==> config.mk <==
export PLATFORM = sky130hd
export DESIGN_NAME = lsu_stage
export DESIGN_NICKNAME = d
export VERILOG_FILES = /design/src/rtl/lsu_stage.sv
export SDC_FILE = /design/constraint.sdc
export NUM_CORES = 1
export LEC_CHECK = 0
export ABC_AREA = 0
export BUFFER_PORTS_ARGS = -buffer_cell sky130_fd_sc_hd__buf_2
export CORE_AREA = 2 2 188 190
export DETAILED_ROUTE_END_ITERATION = 6
export DIE_AREA = 0 0 190 192
export PLACE_DENSITY_LB_ADDON = 0.2
export SYNTH_ARGS = -nofsm -noshare
export SYNTH_HDL_FRONTEND = slang
export SYNTH_SLANG_ARGS = --single-unit
==> constraint.sdc <==
create_clock -name CLK -period 4.2 [get_ports CLK]
set_input_delay 0.21 -clock CLK [delete_from_list [all_inputs] [get_ports CLK]]
set_output_delay 0.21 -clock CLK [all_outputs]
set_load 0.01 [all_outputs]
==> src/rtl/lsu_stage.sv <==
// Load/store memory-access stage: drives an AHB-style data bus, aligns store lanes,
// extends sub-word loads, and passes non-memory results straight through.
module lsu_stage #(
  parameter int XLEN = 64,
  parameter int AW   = 64
) (
  input  logic            CLK,
  input  logic            RST,
  input  logic            EN,
  input  logic            LOAD,
  input  logic [1:0]      SIZE,
  input  logic            UNSIGNED,
  input  logic [AW-1:0]   address,
  input  logic [XLEN-1:0] value,
  input  logic [XLEN-1:0] alu_res,
  input  logic [4:0]      rd_i,
  input  logic            write_back,
  input  logic            stall,
  input  logic [XLEN-1:0] HRDATA,
  input  logic            HREADY,
  input  logic            HRESP,
  output logic [AW-1:0]   HADDR,
  output logic [XLEN-1:0] HWDATA,
  output logic            HWRITE,
  output logic [2:0]      HSIZE,
  output logic [1:0]      HTRANS,
  output logic [XLEN-1:0] res,
  output logic [4:0]      rd_o,
  output logic            mem_write_back_en,
  output logic            valid_o,
  output logic            busy,
  output logic            misalign,
  output logic            bus_fault
);
  localparam int OW = $clog2(XLEN / 8);

  typedef enum logic [1:0] {S_IDLE, S_ADDR, S_DATA} state_t;

  state_t          state_q, state_d;
  logic [AW-1:0]   haddr_q, haddr_d;
  logic [XLEN-1:0] hwdata_q, hwdata_d;
  logic            hwrite_q, hwrite_d;
  logic [2:0]      hsize_q, hsize_d;
  logic [1:0]      htrans_q, htrans_d;
  logic [XLEN-1:0] res_q, res_d;
  logic [4:0]      rd_q, rd_d;
  logic            wb_q, wb_d;
  logic            valid_q, valid_d;
  logic            mis_q, mis_d;
  logic            flt_q, flt_d;
  logic [4:0]      lrd_q, lrd_d;
  logic            lwb_q, lwb_d;
  logic            lload_q, lload_d;
  logic [1:0]      lsize_q, lsize_d;
  logic            luns_q, luns_d;
  logic [OW-1:0]   loff_q, loff_d;
  logic [XLEN-1:0] ldata_q, ldata_d;

  // Ones in the low 2^sz bytes; a full-width size yields an all-ones mask.
  function automatic logic [XLEN-1:0] lane_mask(input logic [1:0] sz);
    return ~({XLEN{1'b1}} << (8 << sz));
  endfunction

  function automatic logic [XLEN-1:0] extend_load(input logic [XLEN-1:0] d,
                                                  input logic [1:0] sz,
                                                  input logic uns);
    logic [XLEN-1:0] m;
    logic            sgn;
    m   = lane_mask(sz);
    sgn = |(d & m & ~(m >> 1));
    return (d & m) | ((sgn && !uns) ? ~m : '0);
  endfunction

  function automatic logic is_misaligned(input logic [AW-1:0] a, input logic [1:0] sz);
    case (sz)
      2'd0:    return 1'b0;
      2'd1:    return a[0];
      2'd2:    return |a[1:0];
      default: return (XLEN == 32) || (|a[2:0]);
    endcase
  endfunction

  always_comb begin
    state_d  = state_q;
    haddr_d  = haddr_q;
    hwdata_d = hwdata_q;
    hwrite_d = hwrite_q;
    hsize_d  = hsize_q;
    htrans_d = htrans_q;
    res_d    = res_q;
    rd_d     = rd_q;
    wb_d     = wb_q;
    valid_d  = 1'b0;
    mis_d    = 1'b0;
    flt_d    = 1'b0;
    lrd_d    = lrd_q;
    lwb_d    = lwb_q;
    lload_d  = lload_q;
    lsize_d  = lsize_q;
    luns_d   = luns_q;
    loff_d   = loff_q;
    ldata_d  = ldata_q;
    case (state_q)
      S_IDLE: begin
        if (!stall) begin
          if (!EN) begin
            res_d   = alu_res;
            rd_d    = rd_i;
            wb_d    = write_back;
            valid_d = 1'b1;
          end else if (is_misaligned(address, SIZE)) begin
            mis_d   = 1'b1;
            valid_d = 1'b1;
            wb_d    = 1'b0;
            rd_d    = rd_i;
          end else begin
            haddr_d  = address;
            hwrite_d = ~LOAD;
            hsize_d  = {1'b0, SIZE};
            htrans_d = 2'b10;
            lrd_d    = rd_i;
            lwb_d    = write_back;
            lload_d  = LOAD;
            lsize_d  = SIZE;
            luns_d   = UNSIGNED;
            loff_d   = address[OW-1:0];
            ldata_d  = value & lane_mask(SIZE);
            state_d  = S_ADDR;
          end
        end
      end
      S_ADDR: begin
        if (HREADY) begin
          htrans_d = 2'b00;
          if (!lload_q) hwdata_d = ldata_q << {loff_q, 3'b000};
          state_d  = S_DATA;
        end
      end
      S_DATA: begin
        if (HREADY) begin
          valid_d = 1'b1;
          rd_d    = lrd_q;
          state_d = S_IDLE;
          if (HRESP) begin
            flt_d = 1'b1;
            wb_d  = 1'b0;
          end else if (lload_q) begin
            res_d = extend_load(HRDATA >> {loff_q, 3'b000}, lsize_q, luns_q);
            wb_d  = lwb_q;
          end else begin
            res_d = '0;
            wb_d  = 1'b0;
          end
        end
      end
      default: state_d = S_IDLE;
    endcase
  end

  always_ff @(posedge CLK) begin
    if (RST) begin
      state_q  <= S_IDLE;
      haddr_q  <= '0;
      hwdata_q <= '0;
      hwrite_q <= 1'b0;
      hsize_q  <= '0;
      htrans_q <= 2'b00;
      res_q    <= '0;
      rd_q     <= '0;
      wb_q     <= 1'b0;
      valid_q  <= 1'b0;
      mis_q    <= 1'b0;
      flt_q    <= 1'b0;
    end else begin
      state_q  <= state_d;
      haddr_q  <= haddr_d;
      hwdata_q <= hwdata_d;
      hwrite_q <= hwrite_d;
      hsize_q  <= hsize_d;
      htrans_q <= htrans_d;
      res_q    <= res_d;
      rd_q     <= rd_d;
      wb_q     <= wb_d;
      valid_q  <= valid_d;
      mis_q    <= mis_d;
      flt_q    <= flt_d;
    end
  end

  // Access context is only consumed while busy, so it needs no reset.
  always_ff @(posedge CLK) begin
    lrd_q   <= lrd_d;
    lwb_q   <= lwb_d;
    lload_q <= lload_d;
    lsize_q <= lsize_d;
    luns_q  <= luns_d;
    loff_q  <= loff_d;
    ldata_q <= ldata_d;
  end

  assign HADDR             = haddr_q;
  assign HWDATA            = hwdata_q;
  assign HWRITE            = hwrite_q;
  assign HSIZE             = hsize_q;
  assign HTRANS            = htrans_q;
  assign res               = res_q;
  assign rd_o              = rd_q;
  assign mem_write_back_en = wb_q;
  assign valid_o           = valid_q;
  assign busy              = (state_q != S_IDLE);
  assign misalign          = mis_q;
  assign bus_fault         = flt_q;
endmodule

# After elaboration in Yosys (flattened, before gate mapping)
# Index checks and enable logic that the tools add are counted.
# W data, S select, Z words.
dict set report word_totals {
  elab_cells 110
  ff_bits 285
  input_bits 272
}
dict set report classes {
  n_bitwise 16
  n_reduce_logical 18
  n_mux 39
  n_shift 6
  n_eq_ne 12
}
# op n
set ops {}
lappend ops {{$mux W64} 6}
lappend ops {{$and A64 B64 Y64} 3}
lappend ops {{$not A64 Y64} 3}
lappend ops {{$pmux W64 S2} 1}
lappend ops {{$shl A64 B32 Y64 const A} 2}
lappend ops {{$not A63 Y64} 1}
lappend ops {{$or A64 B64 Y64} 1}
lappend ops {{$reduce_or A64 Y1} 1}
lappend ops {{$shl A4 B2 Y32 const A} 2}
lappend ops {{$shl A64 B6 Y64} 1}
lappend ops {{$shr A64 B6 Y64} 1}
lappend ops {{$mux W5} 4}
lappend ops {{$mux W2} 8}
lappend ops {{$reduce_and A5 Y1} 3}
lappend ops {{$mux W1} 14}
lappend ops {{$ne A2 B2 Y1 const B} 7}
lappend ops {{$pmux W5 S2} 1}
lappend ops {{$not A1 Y1} 8}
lappend ops {{$reduce_and A4 Y1} 2}
lappend ops {{$pmux W2 S3} 1}
lappend ops {{$reduce_bool A2 Y1} 3}
lappend ops {{$reduce_or A3 Y1} 2}
lappend ops {{$eq A2 B1 Y1 const B} 2}
lappend ops {{$eq A2 B2 Y1 const B} 2}
lappend ops {{10 further kinds} 12}

# Logic depth before layout (Yosys ltp)
dict set report logic_depth {
  depth_word 13
  mapped_depth 9
}

# Worst setup path before layout
# No wires, ideal clock.
dict set report synth_timing {
  path_kind {register to register}
  startpoint {register state_q[0]}
  endpoint {register ldata_q[0], enable pin}
  required_time_ns 3.728
  setup_ns 0.472
  path_stages_with_launch 7
  slack_ns 0.184
  arrival_time_ns 3.544
  period_less_slack_ns 4.016
  cell_sequence {dfxtp_1 > clkbuf_1 > or2_2 > or2_0 > clkbuf_1 > inv_2 > clkbuf_1}
}
dict set report synth_between {
  elab_chain_len 2
}
# item line_no
set synth_lines {}
lappend synth_lines {{start, declared} 39} ;# state_t state_q, state_d;
lappend synth_lines {{start signal, assigned} 175} ;# state_q <= state_d;
lappend synth_lines {{$logic_not A2 Y1} 103} ;# case (state_q)
lappend synth_lines {{$reduce_and A4 Y1 (no source line)} -}
lappend synth_lines {{end signal, assigned} 198} ;# ldata_q <= ldata_d;
lappend synth_lines {{end, declared} 57} ;# logic [XLEN-1:0] ldata_q, ldata_d;
# Every way passes these cells.
# A chain may end at the register's enable or synchronous reset.

# Worst setup path in the final report
dict set report layout_timing {
  startpoint {register loff_q[1]}
  endpoint {register res_q[52], in the netlist res[52]}
}
dict set report layout_between {
  elab_chain_len 11
}
# item line_no
set layout_lines {}
lappend layout_lines {{start, declared} 56} ;# logic [OW-1:0] loff_q, loff_d;
lappend layout_lines {{start signal, assigned} 197} ;# loff_q <= loff_d;
lappend layout_lines {{$shr A64 B6 Y64 *} 148} ;# res_d = extend_load(HRDATA >> {loff_q, 3'b000}, lsize_q, luns_q);
lappend layout_lines {{$and A64 B64 Y64 *} {70, 71}}
lappend layout_lines {{$and A64 B64 Y64} 70} ;# sgn = |(d & m & ~(m >> 1));
lappend layout_lines {{$reduce_or A64 Y1} 70}
lappend layout_lines {{$logic_and A1 B1 Y1} 71} ;# return (d & m) | ((sgn && !uns) ? ~m : '0);
lappend layout_lines {{$mux W64} 71}
lappend layout_lines {{$or A64 B64 Y64 *} 71}
lappend layout_lines {{$mux W64 *} 147} ;# end else if (lload_q) begin
lappend layout_lines {{$mux W64 *} 144} ;# if (HRESP) begin
lappend layout_lines {{$mux W64 *} 140} ;# if (HREADY) begin
lappend layout_lines {{$pmux W64 S2 *} 103}
lappend layout_lines {{end signal, assigned} 181} ;# res_q <= res_d;
lappend layout_lines {{end, declared} 45} ;# logic [XLEN-1:0] res_q, res_d;
# Mark *: on every way between the ends. The rest lies on a longest branch, timed or not. The select of a mux whose other input is x is not followed.

==> metrics <==
clk buf depth=3; run status=finished clean; Max Cap Viol=0; Synthesis Warnings=0; Final ANT Viol Nets=0; Initial Util=between 40 and 50%; Die W=between 150 and 200 um; Synth area leaders=dfxtp_1 (30%), edfxtp_1 (17%), nand2_1 (6.4%), mux2i_1 (6.0%), a21oi_1 (4.0%); data required time of the worst path=between 4 and 5 ns; Hold Crit Class=in2reg; Setup crit end kind=flop; Netlist cell types=between 50 and 60; Slew headroom=between 15 and 20%; Post-synth ARST share=0%; data arrival time of the worst path=~3.5 ns; die footprint=around 0.036 mm^2; depth of the CTS H-tree=2; R2R setup slack=1.12 ns; Min-Delay Endpoint=loff_q[1]; synth cell count leaders=nand2_1 (238), dfxtp_1 (207), nor2_1 (135); layout cells sized above 1=30.3%; area share of the largest cell type after synthesis=29.6%; detailed-route DRC error count=0; crit-path leading delay family=compound AO/OA/AOI/OAI gates; final slew viol count=0; register area=approximately 0.0065 mm^2; share of the yosys chip area belonging to registers=approximately 46%; Crit Path Category=reg2reg; HPWL Detailed=about 40 mm; CTS tree=built; hold buffer count at CTS=about 140; Max Fclk=324 MHz; DR iter-0 viols=~1.1k; crit-path cells=buf_4 -> nand4b_1 -> a31oi_4 -> a311oi_4 -> buf_4 -> a211oi_1; core area=between 0.03 and 0.04 mm^2; slowest stage delay, CP=0.83 ns; wire per inst=approximately 22 um; crit start category=flop; vias in the first global route=between 10k and 15k; EDFF count, synth=between 70 and 80; Synth Instances=roughly 1.5k; r2r startpoint=loff_q[1]; nets@finish=between 2k and 2.5k; RSZ-0062 raised after global routing=false; vias=14.2k; fillcell total=roughly 3.1k; worst vdd ir=roughly 0.22 mV; Post-CTS Setup Bufs=0; Cell Area, Synth=between 0.01 and 0.015 mm^2; worst slew pin tran=about 1.3 ns; post_cts resized=0; first-pass GRT wire length=between 80 and 90 mm; Hold Path Stages=1; number of antenna violations at the first check in global routing=0; flops & latches, synth=about 280; footprint of the multi-input gates=about 0.007 mm^2; CTS Sinks=about 280; largest net degree at the start of global routing=83; Syn Area/Cell=about 9.2 um^2; # port buffers=approximately 480; FF-to-FF End=res[52]; Worst path most repeated cell=buf_4; crit share post-route=73.4%; Routed WL=around 56 mm; most common cell in the netlist=nand2_1; Worst setup startpoint=loff_q[1]; Root Buffer=clkbuf_16; Critical-path top delay cell=a311oi_4; FF-to-FF path depth=6; Reg clk slew, reported paths=~0.060 ns; crit path max fanout=45; Final GP Congestion=around 0.95; Main synth FF type=dfxtp_1; Inserted Diodes=0; worst skew pair latency=0.52 ns; final core occ=between 50% and 60%; power density cells=360 mW/mm^2; setup_tns=0 ns; grt ovf=0; buffers plus inverters on the worst setup path=2; CTS buffer count=35; hold wc startpoint=address[1]; Static Leak=about 8 nW; Hold Fails Final Rpt=0; drt first pass iters=7; Ports=480; Layout Skew=0.0144 ns; top cell type by total area after synthesis=dfxtp_1; minimum clock period=3.08 ns; Vias/cell=5.59; Layout area overhead=36.1%; Setup-failing EPs final=0; row count=between 60 and 70; die extent in y=192 um; gr usage total=between 20% and 30%
[per-layer routing]
layer,GRT usage (%),vias up,share of wire (%)
li1,-,6624,-
met1,35.5,6687,39
met2,51.3,689,50
met3,4.62,150,7.0
met4,12.5,0,4.1
met5,0,-,0
[cells by family (layout without fill, tap and decap cells)]
| group | Yosys count | after routing | synth area share [%] |
|---|---|---|---|
| simple gates | 502 | 502 | 15.6 |
| other cells | 1 | 2 | 0.0268 |
| compound gates | 435 | 435 | 21.7 |
| mux | 139 | 139 | 11.7 |
| flops | 284 | 284 | 46.2 |
| buf+inv | 158 | 714 | 4.83 |
[per-stage QoR]
| step | area, um^2 | worst slack (ns) | hold slack [ns] | power (mW) | std cells |
|---|---|---|---|---|---|
| finish | 19000 | 1.12 | 0.000558 | 6.86 | 2531 |
| global route | 19000 | 0.912 | 0.00260 | 7.10 | 2531 |
| CTS | 19000 | 1.13 | 0.000773 | 6.90 | 2531 |
| detailed placement | 16500 | 1.15 | 0.389 | 3.90 | 2329 |
| global placement | 16500 | 1.21 | 0.390 | 3.89 | 2329 |
| floorplan | 14000 | 0.184 | 0.306 | 3.50 | 1520 |
[placed cells by master, fill, tap and decap left out, types with 36 or more instances in the layout]
| master | instances |
|---|---|
| edfxtp_1 | 77 |
| mux2_2 | 39 |
| mux2i_1 | 84 |
| buf_2 | 476 |
| a211oi_1 | 74 |
| clkbuf_16 | 36 |
| a221oi_1 | 37 |
| dlygate4sd3_1 | 138 |
| o21ai_0 | 52 |
| dfxtp_1 | 207 |
| nor2_1 | 135 |
| nand2_1 | 238 |
| a21oi_1 | 112 |
[how the worst max path moves through the flow]
stage | endpoint | slack (ns) | cells after the start
final | res[52] | 1.12 | 6
after global placement | res[49] | 1.21 | 6
after global routing | res[12] | 0.91 | 5
after CTS | res[52] | 1.13 | 6
after detailed placement | res[58] | 1.15 | 6
after floorplan | ldata_q[0] | 0.18 | 6
[state kept, by name, indices dropped and copies added, names as in the netlist, 2 cells and up]
name     count
HWDATA      64
loff_q       3
HADDR       64
res         64
lrd_q        5
lsize_q      2
state_q      2
ldata_q     64
HSIZE        2
rd_o         5
[cell type report]
class	count	share of cell area [%]
timing repair buffer	643	21.0
tap	455	2.99
sequential	284	33.9
clock inverter	13	0.533
inverter	7	0.151
clock buffer	51	5.29
multi-input combinational	1078	36.1
[where the power goes]
part / internal (mW) / switching [mW]
clock network: 1.73 / 1.17
logic: 0.429 / 0.536
registers: 2.92 / 0.0759
total: 5.08 / 1.78
No activity file was read; power rests on OpenSTA's default activity.
